### src/rtl/ion_stream_reader_if.sv
// Byte-stream handshake between the ion stream reader and the UART transmitter path.
// The master presents framed bytes with their frame index; the slave acknowledges them.
interface ion_stream_reader_if;
    logic [7:0] byte_out;
    logic       byte_valid;
    logic       byte_ack;
    logic [3:0] index;

    modport master (output byte_out, output byte_valid, output index, input byte_ack);
    modport slave  (input byte_out, input byte_valid, input index, output byte_ack);
endinterface

### src/rtl/ion_stream_reader.sv
// Captures one ion sensor record on the selected channel's ready rising edge and
// streams it as a 16-byte frame: header, 14 payload bytes (MSB first), XOR checksum.
module ion_stream_reader #(
    parameter logic [7:0] HEADER = 8'hA5,
    parameter int         DATA_W = 110
) (
    input  logic              clock,
    input  logic              reset,
    input  logic [7:0]        sensor_ready,
    input  logic [DATA_W-1:0] sensor_data,
    input  logic [2:0]        channel_sel,
    ion_stream_reader_if.master bus,
    output logic              busy,
    output logic              frame_done,
    output logic [7:0]        overrun_count
);
    localparam int REC_W = 112;

    localparam logic [1:0] S_IDLE = 2'd0;
    localparam logic [1:0] S_HDR  = 2'd1;
    localparam logic [1:0] S_DATA = 2'd2;
    localparam logic [1:0] S_CHK  = 2'd3;

    logic [1:0]       state_q, state_d;
    logic [REC_W-1:0] shift_q, shift_d;
    logic [7:0]       chk_q, chk_d;
    logic [3:0]       idx_q, idx_d;
    logic [7:0]       ready_prev_q, ready_prev_d;
    logic [7:0]       overrun_q, overrun_d;
    logic             frame_done_q, frame_done_d;

    logic rise;
    logic accept;

    assign rise   = sensor_ready[channel_sel] & ~ready_prev_q[channel_sel];
    assign accept = bus.byte_valid & bus.byte_ack;

    // NOTE: every signal gets a default before the case so no latch is inferred.
    always_comb begin
        state_d      = state_q;
        shift_d      = shift_q;
        chk_d        = chk_q;
        idx_d        = idx_q;
        overrun_d    = overrun_q;
        frame_done_d = 1'b0;
        ready_prev_d = sensor_ready;

        // A rise while a frame is in flight (including its final ack cycle) is dropped.
        if (rise && (state_q != S_IDLE) && (overrun_q != 8'hFF))
            overrun_d = overrun_q + 8'd1;

        case (state_q)
            S_IDLE: begin
                if (rise) begin
                    shift_d = {{(REC_W-DATA_W){1'b0}}, sensor_data};
                    chk_d   = HEADER;
                    idx_d   = 4'd0;
                    state_d = S_HDR;
                end
            end
            S_HDR: begin
                if (accept) begin
                    idx_d   = 4'd1;
                    state_d = S_DATA;
                end
            end
            S_DATA: begin
                if (accept) begin
                    shift_d = shift_q << 8;
                    chk_d   = chk_q ^ shift_q[REC_W-1 -: 8];
                    if (idx_q == 4'd14) begin
                        idx_d   = 4'd15;
                        state_d = S_CHK;
                    end else begin
                        idx_d = idx_q + 4'd1;
                    end
                end
            end
            S_CHK: begin
                if (accept) begin
                    frame_done_d = 1'b1;
                    idx_d        = 4'd0;
                    state_d      = S_IDLE;
                end
            end
            default: state_d = S_IDLE;
        endcase
    end

    // NOTE: sequential state uses non-blocking assignments only; reset is synchronous.
    always_ff @(posedge clock) begin
        if (reset) begin
            state_q      <= S_IDLE;
            shift_q      <= '0;
            chk_q        <= '0;
            idx_q        <= '0;
            ready_prev_q <= '0;
            overrun_q    <= '0;
            frame_done_q <= 1'b0;
        end else begin
            state_q      <= state_d;
            shift_q      <= shift_d;
            chk_q        <= chk_d;
            idx_q        <= idx_d;
            ready_prev_q <= ready_prev_d;
            overrun_q    <= overrun_d;
            frame_done_q <= frame_done_d;
        end
    end

    always_comb begin
        case (state_q)
            S_HDR:   bus.byte_out = HEADER;
            S_DATA:  bus.byte_out = shift_q[REC_W-1 -: 8];
            S_CHK:   bus.byte_out = chk_q;
            default: bus.byte_out = 8'h00;
        endcase
    end

    assign bus.byte_valid = (state_q != S_IDLE);
    assign bus.index      = idx_q;
    assign busy           = (state_q != S_IDLE);
    assign frame_done     = frame_done_q;
    assign overrun_count  = overrun_q;
endmodule

### src/flat_wrapper.sv
// flat-port wrapper written by rule: the top's interface ports become plain ports
module ion_stream_reader_flat 
#(
    parameter logic [7:0] HEADER = 8'hA5,
    parameter int         DATA_W = 110
)
  (clock, reset, sensor_ready, sensor_data, channel_sel, busy, frame_done, overrun_count, bus_byte_out, bus_byte_valid, bus_index, bus_byte_ack);
  ion_stream_reader_if bus_i ();
  input  logic clock;
  input  logic reset;
  input  logic [7:0] sensor_ready;
  input  logic [DATA_W-1:0] sensor_data;
  input  logic [2:0] channel_sel;
  output logic busy;
  output logic frame_done;
  output logic [7:0] overrun_count;
  output wire logic [$bits(bus_i.byte_out)-1:0] bus_byte_out;
  output wire logic [$bits(bus_i.byte_valid)-1:0] bus_byte_valid;
  output wire logic [$bits(bus_i.index)-1:0] bus_index;
  input wire logic [$bits(bus_i.byte_ack)-1:0] bus_byte_ack;
  assign bus_byte_out = bus_i.byte_out;
  assign bus_byte_valid = bus_i.byte_valid;
  assign bus_index = bus_i.index;
  assign bus_i.byte_ack = bus_byte_ack;
  ion_stream_reader #(.HEADER(HEADER), .DATA_W(DATA_W)) u_core (.clock(clock), .reset(reset), .sensor_ready(sensor_ready), .sensor_data(sensor_data), .channel_sel(channel_sel), .bus(bus_i), .busy(busy), .frame_done(frame_done), .overrun_count(overrun_count));
endmodule
### config.mk
export PLATFORM = sky130hd
export DESIGN_NAME = ion_stream_reader_flat
export DESIGN_NICKNAME = d
export VERILOG_FILES = /design/src/rtl/ion_stream_reader_if.sv /design/src/rtl/ion_stream_reader.sv /design/src/flat_wrapper.sv
export SDC_FILE = /design/constraint.sdc
export NUM_CORES = 1
export LEC_CHECK = 0
export BUFFER_PORTS_ARGS = -buffer_cell sky130_fd_sc_hd__buf_2
export CAP_MARGIN = 10
export CORE_ASPECT_RATIO = 1.75
export CORE_MARGIN = 3
export CORE_UTILIZATION = 44
export DETAILED_ROUTE_END_ITERATION = 6
export MAX_ROUTING_LAYER = met4
export PLACE_DENSITY = 0.77
export SYNTH_ARGS = -nofsm -noshare
export SYNTH_HDL_FRONTEND = slang
export SYNTH_SLANG_ARGS = --single-unit
### constraint.sdc
create_clock -name clock -period 3.2 [get_ports clock]
set_input_delay 0.64 -clock clock [delete_from_list [all_inputs] [get_ports clock]]
set_output_delay 0.64 -clock clock [all_outputs]
set_load 0.02 [all_outputs]
==> results by group <==
Run status
  • Run status: completed

Setup path
  • Critical Setup Path Class: reg -> out
  • Startpoint class of the critical path: flop
  • Arr. time, crit path: 2340 ps
  • CP max-delay cell: buf_12
  • Critical Path Sink Type: output pin
  • Largest stage delay, worst path: 570 ps
  • Top Family by Delay on Critical Path: buffers and inverters
  • CP Cell Sequence: ha_4, buf_12, a22oi_1, a21oi_1, buf_2
  • WP buf/inv: 2
  • Critical path required time: ~2600 ps
  • Max Fanout on Critical Path: 126

Global route
  • Pin count of the biggest net entering global routing: 127
  • GRT Total Usage: 0.191
  • First-pass GRT wire length: roughly 25 mm
  • Number of antenna violations at the first check in global routing: 3
  • Vias in the first global route: 5139
  • Gr ovfl total: 0

Clocking
  • CTS Buffer Depth: 2
  • Root Buffer: clkbuf_16
  • H-Tree Depth: 4
  • CTS tree: built
  • Hold-fix buffers, CTS: 0
  • TritonCTS Buffers: 17
  • Clk slew on worst S/H paths: roughly 70 ps
  • CTS Sinks: ~140
  • Post-CTS Setup Inserts: 0
  • Post-CTS sizing: 0
  • Worst-Skew Late Latency: 410 ps

Power and ir drop
  • Cell Int Power: around 4400 uW
  • Leak pwr: 0.00298 uW
  • Pwr Total: 6900 uW
  • Pwr per Cell Area: 872 nW/um2
  • Seq pwr share: 0.378
  • Net Switching: 2470 uW
  • Max IR drop VDD: 0.549 mV
  • Clk pwr share: 0.275
  • Combinational share of power: 0.348
  • Switching Share: 0.358

Routing
  • Via Count: 5312
  • Post-DRT Antenna Nets: 0
  • DR DRC count: 0
  • Iter 0 DRT Violations: 230
  • Wire per inst: 15.4 um
  • Via/cell ratio: about 5.3
  • 1st-pass router iterations: 4
  • Final WL: 15.5 mm

Synth
  • XOR/XNOR share of the synthesized area: 0
  • Post-synthesis net count: slightly above 800
  • Register bit total from synthesis: between 100 and 150
  • Cells after Synth: between 600 and 700
  • Simple-gate area share of the yosys netlist: 0.130
  • Synth warnings: 0
  • Most used DFF post-synth: dfxtp_1
  • Sequential fraction of the synthesis area: 0.442
  • Post-synthesis mux area share: 0.190
  • Synth Area in Compound Gates: 0.181
  • Yosys cell types: 45
  • Syn Std Cell Area: 6470 um2
  • Avg Synthesized Cell Area: 9.44 um2
  • Post-Synth Adder-Cell Area: 0.0135
  • Number of flops mapped to enable cells by yosys: 0
  • Synth async-reset ratio: 0
  • Largest family of logic cells by synthesized area: multiplexers

Die
  • DIE WIDTH: 97.7 um
  • Rows: 58
  • Die area: 16300 um2
  • Boundary Pins: around 150
  • Die Span Y: 166 um
  • Core area: around 14000 um2
  • Initial Utilization: 0.451

Placement
  • Number of port buffers: between 100 and 150
  • Placed Cells incl. Taps: 966
  • Final GP Congestion: 0.854
  • DPL Wire Length: 10.7 mm

STA
  • RSZ-0062 raised after global routing: no
  • # setup viols final: 0
  • Slew @ Worst Pin: a little over 900 ps
  • Peak Freq: 335 MHz
  • Final Max Slew Viols: 0
  • Final Hold Vio Count: 0
  • Worst relative slew slack: 0.387
  • Setup TNS: 0 ps
  • Final Critical Period: 2980 ps
  • Layout Skew: 12.7 ps
  • Period utilisation layout: 0.932

Cells and area
  • Fin nets: ~940
  • Commonest non-fill, non-tap cell in the layout: buf_2
  • Final Non-Filler Cells: 1001
  • Synth-to-layout area growth: 22.3%
  • Layout cell share with drive strength beyond 1: 0.247
  • Most frequent cells in the layout: buf_2, dfxtp_1, nor2_1
  • Fill cells: 1325

Min path
  • Hold Crit Class: in -> reg

Flow run
  • Max Cap Viol: 0
[power groups by stage]
stage / Clock (uW) / Combinational (uW) / Sequential [uW]
2_1_floorplan: 0 / 1930 / 2550
3_3_place_gp: 0 / 2360 / 2620
3_5_place_dp: 0 / 2420 / 2640
4_1_cts: 1950 / 2430 / 2610
5_1_grt: 2020 / 2690 / 2660
6_report: 1900 / 2400 / 2610
[metal layers]
layer / vias up / track usage / routed length (um)
met4: 0 / 0.0983 / 381
met3: 25 / 0.0344 / 531
li1: 2733 / - / -
met1: 2438 / 0.222 / 6460
met5: - / - / 0
met2: 116 / 0.313 / 8090
[registers in the layout (all words and copies together), names as in the netlist]
name,count
u_core.bus.index,4
u_core.chk_q,8
u_core.frame_done,1
u_core.overrun_count,8
u_core.ready_prev_q,8
u_core.shift_q,112
u_core.state_q,2
[Yosys cell counts, types with 2 or more instances]
cell type	count	area, um2
or2_2	2	12.5
a211oi_1	106	796
clkbuf_1	30	113
dfxtp_1	143	2860
a311oi_1	4	35.0
o31ai_1	2	15.0
a21o_1	4	30.0
or3_1	2	12.5
nand3_1	7	35.0
o21ai_0	2	10.0
o211ai_1	3	22.5
a22oi_1	8	60.1
buf_2	25	125
a21oi_1	18	90.1
inv_1	7	26.3
mux4_2	2	45.0
ha_1	7	87.6
nand2b_1	14	87.6
nor2_1	123	462
nor3_1	2	10.0
nand2_1	14	52.6
nor2b_1	20	125
mux2_2	4	45.0
or4_1	2	15.0
mux2i_1	114	1140
buf_1	2	7.51
[cell type report]
cell class                      count  area [um2]  area share
Timing Repair Buffer              158         861       0.109
Tap cell                          180         225      0.0284
Inverter                            7        26.3     0.00332
Multi-Input combinational cell    478        3360       0.425
Sequential cell                   143        2860       0.362
Clock inverter                     13         129      0.0163
Clock buffer                       19         443      0.0559
Antenna cell                        3        7.51    0.000948
[kinds of logic (layout without fill, tap and decap cells)]
| group | Yosys count | after routing |
|---|---|---|
| simple gates | 190 | 190 |
| buf+inv | 65 | 197 |
| mux | 120 | 120 |
| flops | 143 | 143 |
| fa+ha+maj | 7 | 7 |
| compound gates | 161 | 161 |
| other cells | 0 | 3 |
[path summary, 6_finish.rpt]
check,start,end,slack (ps),cells past startpoint
hold reg to reg,u_core.shift_q[102],u_core.shift_q[110],460,2
setup reg to reg,u_core.state_q[1],u_core.shift_q[19],420,8
hold / removal,sensor_ready[6],u_core.ready_prev_q[6],450,2
setup / recovery,u_core.state_q[1],bus_byte_out[0],220,5
[metrics by stage]
| step | util | worst slack, ps | instance area, um2 | hold slack (ps) |
|---|---|---|---|---|
| after floorplan | - | 961 | 6470 | 432 |
| after global placement | 0.511 | 363 | 7340 | 443 |
| after detailed placement | 0.511 | 320 | 7340 | 446 |
| after CTS | 0.551 | 171 | 7910 | 433 |
| after global routing | 0.551 | 27.8 | 7920 | 456 |
| final | 0.551 | 217 | 7920 | 449 |
Note: power is estimated with default switching activity, not from simulation.
